--- src/rtl/handshake_fifo_buffer.sv ---
// handshake_fifo_buffer
//   Valid/ready FIFO that holds up to DEPTH entries in a circular store.
//   An item takes one cycle to appear: data written on one edge is visible
//   on outs after that edge, and never on the same edge it is accepted.
//   ins_ready and outs_valid come only from registered occupancy, so there
//   is no combinational path from either side of the handshake to the other.
//
// Parameters
//   DATA_WIDTH  payload width in bits
//   DEPTH       number of storage slots (power of two, >= 2)
//
// Ports
//   clk         single clock, rising edge
//   rst         asynchronous active-low reset; clears the store and occupancy
//   ins         upstream payload
//   ins_valid   upstream payload valid
//   ins_ready   buffer can accept (count < DEPTH)
//   outs        head-of-queue payload (store[rd_ptr])
//   outs_valid  head entry present (count != 0)
//   outs_ready  downstream accepts
module handshake_fifo_buffer #(
    parameter int DATA_WIDTH = 32,
    parameter int DEPTH      = 2
) (
    input  logic                  clk,
    input  logic                  rst,
    input  logic [DATA_WIDTH-1:0] ins,
    input  logic                  ins_valid,
    output logic                  ins_ready,
    output logic [DATA_WIDTH-1:0] outs,
    output logic                  outs_valid,
    input  logic                  outs_ready
);

    localparam int PTR_W = $clog2(DEPTH);
    localparam logic [PTR_W:0] DEPTH_CNT = (PTR_W+1)'(DEPTH);

    logic [DATA_WIDTH-1:0] store [DEPTH];
    logic [PTR_W-1:0]      wr_ptr;
    logic [PTR_W-1:0]      rd_ptr;
    logic [PTR_W:0]        count;
    logic                  enq;
    logic                  deq;

    // A full buffer stays not-ready even when the head is being taken this
    // cycle; space only opens after the dequeuing edge.
    assign ins_ready  = (count < DEPTH_CNT);
    assign outs_valid = (count != '0);
    assign outs       = store[rd_ptr];

    assign enq = ins_valid & ins_ready;
    assign deq = outs_valid & outs_ready;

    always_ff @(posedge clk or negedge rst) begin
        if (!rst) begin
            for (int i = 0; i < DEPTH; i++) begin
                store[i] <= '0;
            end
        end else if (enq) begin
            store[wr_ptr] <= ins;
        end
    end

    // Pointers wrap naturally because DEPTH is a power of two.
    always_ff @(posedge clk or negedge rst) begin
        if (!rst) begin
            wr_ptr <= '0;
            rd_ptr <= '0;
        end else begin
            if (enq) begin
                wr_ptr <= wr_ptr + PTR_W'(1);
            end
            if (deq) begin
                rd_ptr <= rd_ptr + PTR_W'(1);
            end
        end
    end

    always_ff @(posedge clk or negedge rst) begin
        if (!rst) begin
            count <= '0;
        end else begin
            case ({enq, deq})
                2'b10:   count <= count + (PTR_W+1)'(1);
                2'b01:   count <= count - (PTR_W+1)'(1);
                default: count <= count;
            endcase
        end
    end

endmodule
--- config.mk ---
export PLATFORM = sky130hd
export DESIGN_NAME = handshake_fifo_buffer
export DESIGN_NICKNAME = d
export VERILOG_FILES = /design/src/rtl/handshake_fifo_buffer.sv
export SDC_FILE = /design/constraint.sdc
export NUM_CORES = 1
export LEC_CHECK = 0
export ABC_AREA = 1
export BUFFER_PORTS_ARGS = -buffer_cell sky130_fd_sc_hd__buf_4
export CAP_MARGIN = 10
export CORE_MARGIN = 2
export CORE_UTILIZATION = 58
export DETAILED_ROUTE_END_ITERATION = 10
export GPL_ROUTABILITY_DRIVEN = 0
export PLACE_DENSITY = 0.81
export SETUP_SLACK_MARGIN = 0.05
export SLEW_MARGIN = 5
export SYNTH_ARGS = -nofsm -noshare
export SYNTH_HDL_FRONTEND = slang
export SYNTH_SLANG_ARGS = --single-unit
--- constraint.sdc ---
create_clock -name clk -period 2.03 [get_ports clk]
set_input_delay 0.1015 -clock clk [delete_from_list [all_inputs] [get_ports clk]]
set_output_delay 0.1015 -clock clk [all_outputs]
set_load 0.005 [all_outputs]
After elaboration in Yosys (flattened, before gate mapping). Index checks and enable logic that the tools add are counted. W data, S select, Z words.

$add $sub $neg: 4. Order comparisons: 4. Eq/ne operators: 2. Mux-type cells: 7. Bitwise gates (word level): 4. Reductions and logical operators: 3.

Operator list (number): $mux W32 (4); $bwmux W64 (1); $demux W32 S1 (1); $ge A2 B2 Y1 const B (2); $not A1 Y2 (2); $pmux W2 S2 (1); $reduce_bool A2 Y1 (2); $add A1 B1 Y1 const B (2); $add A2 B1 Y2 const B (1); $and A1 B1 Y1 (2); $eq A2 B1 Y1 const B (1); $eq A2 B2 Y1 const B (1); $lt A2 B1 Y1 const B (1); $lt A2 B2 Y1 const B (1); $sub A2 B1 Y2 const B (1); $logic_and A1 B1 Y1 (1).

Register bits: 68. Input port bits: 36. Output and inout bits: 34. Word-level logic and storage cells: 29.

Logic depth before layout (Yosys ltp). Gate-level depths: netlist of run 1.

Word-level depth: 6. Gate-level depth with buffers: 10. Gate-level depth less buffers: 10.

Worst setup path after synthesis of run 1. No wires, ideal clock.

Path type: register -> register. From: register count[1]. To: register count[1]. Library setup time: 0.117 ns. Data arrival time: 1.205 ns. Data required time: 1.913 ns. Setup slack: 0.708 ns. Stages on the path, launching flop included: 10. Path buffers: 0. Clock period less this slack: 1.322 ns. Cell sequence: dfrtp_1 -> inv_2 -> nand2_1 -> nand2_1 -> inv_1 -> ha_1 -> inv_1 -> nand3_1 -> nand2_1 -> nand2_1.

Cells in the longest elaborated chain, start to end: 4. Elaborated cells on any way between the ends: 10. Those cells by class: add/sub: 2; order compare: 1; eq/ne: 2; mux: 1; bitwise: 2; reduce/logical: 2.

Ends and longest elaborated chain: start: declaration (RTL line 41) `logic [PTR_W:0] count;`; start signal: assignment (RTL line 84) `2'b10: count <= count + (PTR_W+1)'(1);`; start signal: assignment (RTL line 85) `2'b01: count <= count - (PTR_W+1)'(1);`; start signal: assignment (RTL line 86) `default: count <= count;`; $lt A2 B2 Y1 (*) (RTL line 47) `assign ins_ready = (count < DEPTH_CNT);`; net ins_ready (RTL line 29) `output logic ins_ready,`; $and A1 B1 Y1 (*) (RTL line 51) `assign enq = ins_valid & ins_ready;`; $eq A2 B1 Y1 or $eq A2 B2 Y1 (tied branches) (RTL line 83) `case ({enq, deq})`; $pmux W2 S2 or $reduce_bool A2 Y1 (tied branches).

Mark *: on every way through the listed nets, which the timed path passes. The rest lies on a longest branch. A chain may end at the register's enable or synchronous reset.

Worst setup path in the final report of run 1.
From: register rd_ptr. To: output port outs[31].

Cells in the longest elaborated chain, start to end: 4.

Ends and longest elaborated chain: start: declaration (RTL line 40) `logic [PTR_W-1:0] rd_ptr;`; start signal: assignment (RTL line 74) `rd_ptr <= rd_ptr + PTR_W'(1);`; $not A1 Y2 (not written as such) (RTL line 49) `assign outs = store[rd_ptr];`; $mux W32 (not written as such) (3 in a row) (RTL line 49); end: declaration (RTL line 30) `output logic [DATA_WIDTH-1:0] outs,`.

Every way passes these cells. The select of a mux whose other input is x is not followed.

==> results.sh, run 1 <==
export IMPL_vias_per_cell=4.91
export IMPL_crit_required_ns=1.93
export IMPL_synth_warnings=0
export IMPL_cp_arrival_ns=1.51
export IMPL_numCtsBuffers=9
export IMPL_fin_area_um2=3810
export IMPL_clk_latency_ns=0.34
export IMPL_fin_setup_tns_ns=0
export IMPL_critPathMostFrequentCell="nand2_1"
export IMPL_setup_viol=0
export IMPL_die_w_um=77.0
export IMPL_start_kind="flop"
export IMPL_synth_yosys_seq_area_share_pct=55.1
export IMPL_dp_slack_ns=0.632
export IMPL_cts_resized=0
export IMPL_core_um2=5140
export IMPL_ys_top_cells_by_area="dfrtp_1 55%, nand2_1 21%, o21ai_2 6.5%"
export IMPL_htreeDepth=3
export IMPL_vdd_ir_drop_max_mv=0.882
export IMPL_syn_area_um2=3090
export IMPL_cts_setup_buffers=0
export IMPL_grt_pass1_vias=2450
export IMPL_dp_final_hpwl_mm=3.86
export IMPL_p_leak_nw=2.12
export IMPL_grt_max_degree=69
export IMPL_die_area_um2=5930
export IMPL_fmax_mhz=619
export IMPL_end_kind="output port"
export IMPL_cts_root_buf="clkbuf_8"
export IMPL_cap_violations=0
export IMPL_worstMarginPinSlew_ns=0.838
export IMPL_critPathSlowestCell="dfrtp_1"
export IMPL_timing_final_hold_violations=0
export IMPL_gr_total_overflow=0
export IMPL_path_cells="inv_1 -> buf_12 -> nand2_1 -> nand2_1 -> buf_4"
export IMPL_synth_seq_cells=68
export IMPL_firstDrtPassIters=4
export IMPL_grt_usage_pct=22.9
export IMPL_yosys_area_top_type_share_pct=55.1
export IMPL_finalClockSkew_ns=0.00816
export IMPL_diodes=0
export IMPL_finalPower_w=0.00597
export IMPL_critPathBufInv=3
export IMPL_ys_types=18
export IMPL_synth_largest_area_cell="dfrtp_1"
export IMPL_fp_row_count=26
export IMPL_drcViolationCount=0
export IMPL_num_io_pins=70
export IMPL_placed_area_um2=3620
export IMPL_slew_headroom_pct=44.1
export IMPL_fin_crit_ns=1.62
export IMPL_period_share_pct=79.6
export IMPL_detail_route_wl_per_cell_um=12.0
export IMPL_wirelength_mm=6.12
export IMPL_die_y_um=77.0
export IMPL_port_buffers=69
export IMPL_ant_nets=0
export IMPL_drt_iter0_markers=150
export IMPL_nNetsFinal=471
export IMPL_syn_num_nets=405
export IMPL_syn_avg_cell_area_um2=8.40
export IMPL_cts_sinks=68
export IMPL_cts_tree="yes"
export IMPL_slowest_delay_ns=0.38
export IMPL_area_growth_pct=23.3
export IMPL_crit_type="reg2out"
export IMPL_worst_slack_ns=0.415
export IMPL_rsz0062_at_grt="no"
export IMPL_crit_family="buffers and inverters"
export IMPL_slew_viol_final=0
export IMPL_hold_class="in2reg"
export IMPL_status="complete, no violations"
export IMPL_grt_pass1_wl_mm=10.7
export IMPL_vias=2500
export IMPL_fin_util_pct=74.1
export IMPL_synth_cells=368
export IMPL_initial_core_util_pct=60.1
export IMPL_drive_gt1_share_pct=25.1
export IMPL_clkTransAtPathRegs_ns=0.07
export IMPL_antenna_found_initial=0
export IMPL_power_density_nw_per_um2=1570
export IMPL_cp_max_fo=25
export IMPL_clock_path_buffers=2
## state kept, by name, summed over array words and instances (netlist names)
name	cells
wr_ptr	1
store	64
count	2
rd_ptr	1
## tightest hold or removal path: stages
cell     delay [ns]
buf_4          0.08
nand3_1        0.07
nand2_1        0.07
## cells in the final DEF (no fill, tap or decap), types with 2 or more instances in the layout
cell type	count
o21ai_1	9
dfrtp_1	68
o21ai_2	23
buf_12	2
nand2_1	171
clkbuf_8	9
nand3_1	2
o21ai_0	32
inv_1	37
buf_4	72
clkbuf_1	5
## report_power, final
part,internal [W],switching [W]
registers,0.00199,0.000332
clock network,0.000569,0.000462
logic,0.00123,0.00139
total,0.00379,0.00219
## metrics by stage
stage	hold slack, ns	cells
4_1_cts	0.00564	509
3_3_place_gp	0.257	492
2_1_floorplan	-0.194	368
6_report	0.0168	509
5_1_grt	0.0313	509
3_5_place_dp	0.262	492
## synthesized netlist by cell type
library cell,n
o21ai_0,32
clkbuf_1,5
dfrtp_1,68
nand3_4,1
nand3_1,2
nand4_1,1
buf_2,8
inv_2,1
clkbuf_2,1
inv_1,37
nand3b_1,1
xnor2_1,1
ha_1,1
nand2_1,171
o21ai_1,9
buf_6,5
o21ai_2,23
buf_8,1
## routing by layer
| metal | vias up | part of all wire [%] | GRT usage [%] | wire length (um) |
|---|---|---|---|---|
| li1 | 1271 | - | - | - |
| met1 | 1165 | 46 | 30.6 | 2810 |
| met2 | 54 | 48 | 36.8 | 2970 |
| met3 | 10 | 4.0 | 4.00 | 248 |
| met4 | 0 | 1.6 | 10.7 | 99 |
| met5 | - | 0 | 0 | 0 |
## logic make-up after synthesis
group                      share of synthesized area (%)
and+or+nand+nor                                     22.1
DFF                                                 55.1
AOI/OAI and AO/OA                                   13.2
buffers and inverters                               8.99
xor gates and xnor gates                           0.283
adders and majority gates                          0.405
## final timing paths
path	end	slack (ns)	startpoint	cells after the start
worst max-delay path	outs[31]	0.41	rd_ptr	5
max in group asynchronous	store[13]	1.08	rst	2
worst max register to register	count[1]	0.63	count[1]	9
min in group asynchronous	rd_ptr	0.42	rst	2
worst min register to register	store[32]	0.48	store[32]	2
worst min-delay path	rd_ptr	0.02	outs_ready	3
## final cells by class
type	instances	area, um^2
multi-input cells	242	1110
fillers	431	1330
clock buffers	14	143
inverters	38	143
repair buffers	75	591
flip-flops and latches	68	1700
well taps	70	87.6
clock inverters	2	35.0
## what timing repair did
action | in CTS | in global routing
setup endpoints to repair | 0 | 0
hold buffers | 1 | 0
endpoints found under the hold margin | 68 | 0
(Power assumes the default switching activity.)
==> run 2: changes to the inputs <==
Settings changed: CORE_UTILIZATION 58 to 54, PLACE_DENSITY 0.81 to 0.76.
Clock period 2.03 ns to 1.5 ns, I/O delays scaled along.
==> run 2 against run 1 <==
Cell area up 7.4%. First-iteration DRC count rose by 17%. Global-route usage fell by 0.46 points. Combinational power rose by 47%. Critical path depth stayed put. Largest power group unchanged. Register-to-register slack got worse by 0.44 ns. Via count is 3.3% higher. Total power grew 42%. Utilization rose by 0.18 points. Clock skew is 0.0015 ns lower. Hold slack worse by 0.0081 ns. Sequential power is 37% higher.
==> results.sh, run 2 (synthesis results as in run 1) <==
export IMPL_regMostFlops="store"
export IMPL_slew_headroom_pct=65.3
export IMPL_largest_register_ffs=64
export IMPL_cp_arrival_ns=1.32
export IMPL_numCtsBuffers=9
export IMPL_fin_area_um2=4090
export IMPL_r2r_slack_ns=0.19
export IMPL_die_area_um2=6340
export IMPL_worstMarginPinSlew_ns=0.521
export IMPL_r2r_end="store[27]"
export IMPL_power_density_nw_per_um2=2080
export IMPL_instances_no_fill=536
export IMPL_crit_type="reg2out"
export IMPL_cts_root_buf="clkbuf_8"
export IMPL_core_um2=5510
export IMPL_fin_util_pct=74.3
export IMPL_nNetsFinal=496
export IMPL_start_kind="flop"
export IMPL_drcViolationCount=0
export IMPL_vdd_ir_drop_max_mv=1.19
export IMPL_reg2reg_from="count[1]"
export IMPL_grt_usage_pct=22.4
export IMPL_hold_class="in2reg"
export IMPL_grt_max_degree=46
export IMPL_firstDrtPassIters=4
export IMPL_wirelength_mm=6.54
export IMPL_clock_path_buffers=2
export IMPL_period_share_pct=93.1
export IMPL_dp_cells=499
export IMPL_port_buffers=69
export IMPL_detail_route_wl_per_cell_um=12.2
export IMPL_multi_input_area_um2=1130
export IMPL_wl_met3_um=294
export IMPL_area_growth_pct=32.4
export IMPL_cts_tree="yes"
export IMPL_cp_max_fo=18
export IMPL_dp_final_hpwl_mm=4.16
export IMPL_regArea_um2=1700
export IMPL_setup_viol=0
export IMPL_wl_met1_mm=2.93
export IMPL_fillers=432
export IMPL_wl_met2_mm=3.26
export IMPL_gr_total_overflow=0
export IMPL_drive_gt1_share_pct=27.6
export IMPL_end_kind="output port"
export IMPL_ant_nets=0
export IMPL_fp_row_count=27
export IMPL_die_y_um=79.7
export IMPL_fin_setup_tns_ns=0
export IMPL_p_leak_nw=2.24
export IMPL_r2r_cells=7
export IMPL_vias=2583
export IMPL_min_path_cells=3
export IMPL_biggestRegsByFlops="store: 64 flops, count: 2 flops"
export IMPL_clk_latency_ns=0.33
export IMPL_die_w_um=79.7
export IMPL_vias_per_cell=4.82
export IMPL_grt_pass1_wl_mm=10.8
export IMPL_drt_iter0_markers=176
export IMPL_final_common_cell="nand2_1"
export IMPL_hp_start="ins[2]"
export IMPL_cts_sinks=68
export IMPL_placed_area_um2=3660
export IMPL_mostFrequentLayoutCells="169 x nand2_1, 81 x buf_4, 68 x dfrtp_1"
export IMPL_diodes=0
export IMPL_htreeDepth=3
export IMPL_finalClockSkew_ns=0.00669
export IMPL_fmax_mhz=716
export IMPL_holdWs_ns=0.00870
export IMPL_worstHoldEndpoint="store[34]"
export IMPL_timing_final_hold_violations=0
export IMPL_antenna_found_initial=0
export IMPL_status="complete, no violations"
export IMPL_clkTransAtPathRegs_ns=0.07
export IMPL_fin_crit_ns=1.40
export IMPL_initial_core_util_pct=56.1
export IMPL_grt_pass1_vias=2425
export IMPL_maxUsedRoutingLayer="met4"
export IMPL_crit_required_ns=1.42
export IMPL_rsz0062_at_grt="yes"
export IMPL_cap_violations=0
export IMPL_num_io_pins=70
export IMPL_slew_viol_final=0
-- run 2: cell count changes in the layout (fill, tap and decap cells not counted), moves of 2 or more --
cell / previous run / this run
buf_6: 0 / 2
nand2_1: 171 / 169
inv_1: 37 / 35
buf_4: 72 / 81
clkbuf_8: 9 / 11
dlygate4sd3_1: 1 / 14
nand2_2: 0 / 2
-- run 2: worst max path at each step --
stage                to  slack [ns]  cells after the start     start
6_report        outs[1]        0.10                      5    rd_ptr
5_1_grt        outs[19]        0.04                      4    rd_ptr
4_1_cts        outs[19]        0.05                      4    rd_ptr
3_5_place_dp   count[1]        0.06                      9  count[1]
3_3_place_gp   count[1]        0.15                      9  count[1]
2_1_floorplan  count[1]        0.18                      9  count[1]
-- run 2: worst max-delay path, stage by stage, from the launching register on --
cell and delay [ns]:
dfrtp_1 0.44, inv_4 0.13, buf_12 0.16, nand2_1 0.05, nand2_1 0.08, buf_4 0.12
-- run 2: repair_timing --
item,CTS,global route
hold buffers,14,0
setup buffers,3,4
setup endpoints to repair,27,33
resized for setup,3,8
endpoints found under the hold margin,53,0
pin swaps,0,1
-- run 2: layer usage --
metal  vias up  GRT usage, %
li1       1311             -
met1      1215          27.7
met2        52          38.6
met3         5          5.54
met4         0          7.24
met5         -             0
-- run 2: through the flow --
stage	total power, W	setup WS (ns)
global placement	0.00667	0.152
CTS	0.00842	0.0530
global route	0.00922	0.0428
floorplan	0.00528	0.178
finish	0.00851	0.104
detailed placement	0.00678	0.0574
-- run 2: power breakdown --
| group | switching [W] | total [W] | internal, W |
|---|---|---|---|
| Clock | 0.000629 | 0.00149 | 0.000863 |
| Sequential | 0.000470 | 0.00317 | 0.00270 |
| Combinational | 0.00196 | 0.00385 | 0.00190 |
-- run 2: cell type report --
class,instances,share of cell area [%]
flip-flops and latches,68,41.6
multi-input cells,242,27.6
clock buffers,15,4.07
inverters,38,3.55
well taps,72,2.20
clock inverters,1,0.734
repair buffers,100,20.3
==> run 3: changes to the inputs <==
Settings changed: CAP_MARGIN 10 to 20, HOLD_SLACK_MARGIN from default to 0.03, PLACE_DENSITY 0.76 to 0.92.
==> run 3 against run 2 <==
Hold slack improved by 0.032 ns. Global-route usage rose by 1.4 points. Non-clock buffer count rose by 12. Critical endpoint is now count[1]. Critical path depth rose by 4.
==> results.sh, run 3 (synthesis results as in run 1) <==
export IMPL_status="complete, no violations"
export IMPL_rsz0062_at_grt="yes"
export IMPL_hold_class="in2reg"
export IMPL_num_io_pins=70
export IMPL_p_leak_nw=2.28
export IMPL_r2r_cells=9
export IMPL_clk_latency_ns=0.33
export IMPL_mostFrequentLayoutCells="171 x nand2_1, 73 x buf_4, 68 x dfrtp_1"
export IMPL_slew_viol_final=0
export IMPL_dp_cells=497
export IMPL_cts_sinks=68
export IMPL_wirelength_mm=6.92
export IMPL_multi_input_area_um2=1110
export IMPL_drive_gt1_share_pct=24.4
export IMPL_firstDrtPassIters=4
export IMPL_htreeDepth=3
export IMPL_slowest_delay_ns=0.39
export IMPL_worstMarginPinSlew_ns=0.459
export IMPL_start_kind="flop"
export IMPL_port_buffers=69
export IMPL_gr_total_overflow=0
export IMPL_drcViolationCount=0
export IMPL_clkTransAtPathRegs_ns=0.06
export IMPL_critPathMostFrequentCell="nand2_1"
export IMPL_fp_row_count=27
export IMPL_power_density_nw_per_um2=1960
export IMPL_cap_violations=0
export IMPL_core_um2=5510
export IMPL_timing_final_hold_violations=0
export IMPL_fillers=371
export IMPL_die_w_um=79.7
export IMPL_wl_met3_um=422
export IMPL_antenna_found_initial=0
export IMPL_largest_register_ffs=64
export IMPL_cts_tree="yes"
export IMPL_fin_setup_tns_ns=0
export IMPL_crit_type="reg2reg"
export IMPL_end_kind="flop"
export IMPL_dp_final_hpwl_mm=4.25
export IMPL_period_share_pct=91.7
export IMPL_path_cells="inv_2 -> nand2_1 -> nand2_1 -> inv_1 -> ha_1 -> inv_1 -> nand3_1 -> nand2_1 -> nand2_1"
export IMPL_grt_max_degree=65
export IMPL_grt_pass1_vias=2602
export IMPL_ant_nets=0
export IMPL_grt_usage_pct=23.8
export IMPL_maxUsedRoutingLayer="met4"
export IMPL_cp_max_fo=4
export IMPL_vias_per_cell=4.99
export IMPL_regMostFlops="store"
export IMPL_drt_iter0_markers=176
export IMPL_final_common_cell="nand2_1"
export IMPL_area_growth_pct=35.3
export IMPL_vias=2714
export IMPL_initial_core_util_pct=56.1
export IMPL_slew_headroom_pct=69.4
export IMPL_wl_met2_mm=3.57
export IMPL_clock_path_buffers=2
export IMPL_regArea_um2=1700
export IMPL_wl_met1_mm=2.83
export IMPL_numCtsBuffers=9
export IMPL_vdd_ir_drop_max_mv=1.14
export IMPL_fmax_mhz=727
export IMPL_crit_required_ns=1.72
export IMPL_die_area_um2=6340
export IMPL_detail_route_wl_per_cell_um=12.7
export IMPL_setup_viol=0
export IMPL_cts_root_buf="clkbuf_8"
export IMPL_diodes=0
export IMPL_grt_pass1_wl_mm=11.5
export IMPL_fin_crit_ns=1.38
export IMPL_instances_no_fill=544
export IMPL_min_path_cells=3
export IMPL_cp_arrival_ns=1.59
export IMPL_nNetsFinal=508
export IMPL_finalClockSkew_ns=0.00424
export IMPL_biggestRegsByFlops="store: 64 flops, count: 2 flops"
export IMPL_die_y_um=79.7
export IMPL_critPathSlowestCell="dfrtp_1"
==> run 3: changes by cell type in the layout (fill, tap and decap cells not counted), sizes merged <==
cell,change
dlygate4sd3,+19
bufinv,-1
clkbuf,-3
buf,-7
==> run 3: layout make-up <==
cell class	instances	share of cell area, %
sequential	68	40.7
multi-input combinational	242	26.6
timing repair buffer	112	23.7
clock buffer	12	3.47
inverter	38	3.41
tap	72	2.16
==> run 3: per-layer routing <==
metal	GRT usage, %	vias up
li1	-	1336
met1	28.5	1287
met2	40.8	81
met3	6.56	10
met4	9.14	0
met5	0	-
==> run 3: worst max-delay path: cells and delay by family (launching register included) <==
| family | cells | cell delay [ns] |
|---|---|---|
| adder cells (fa/ha/maj) | 1 | 0.31 |
| AND/OR/NAND/NOR | 5 | 0.35 |
| buffers and inverters | 3 | 0.21 |
| flip-flops | 1 | 0.39 |
==> run 3: what timing repair did <==
item	4_1_cts	5_1_grt
hold buffers	33	0
resized for setup	1	4
hold endpoints to repair	71	0
setup endpoints to repair	10	22
setup buffers	0	2
==> run 3: power by group <==
| group | total (W) | switching [W] | internal, W |
|---|---|---|---|
| logic | 0.00384 | 0.00200 | 0.00184 |
| clock network | 0.00119 | 0.000577 | 0.000609 |
| registers | 0.00318 | 0.000478 | 0.00270 |
| total | 0.00821 | 0.00305 | 0.00515 |
==> run 3: through the flow <==
step	hold WS, ns	util [%]	cell area, um^2	setup WS, ns	total power (W)
final	0.0404	75.9	4180	0.124	0.00821
after global routing	0.0411	75.9	4180	0.0224	0.00885
after CTS	0.0330	75.4	4150	0.0652	0.00814
after detailed placement	0.0578	66.7	3670	0.0733	0.00684
after global placement	0.0497	66.7	3670	0.168	0.00665
after floorplan	-0.221	-	3090	0.178	0.00528
==> run 3: path summary, 6_finish.rpt <==
| path | start | to | slack [ns] |
|---|---|---|---|
| worst min-delay path | ins[18] | store[50] | 0.04 |
| worst min register to register | store[51] | store[51] | 0.48 |
| worst max register to register | count[1] | count[1] | 0.12 |
| max in group asynchronous | rst | store[17] | 0.73 |
| worst max-delay path | count[1] | count[1] | 0.12 |
| min in group asynchronous | rst | count[1] | 0.24 |
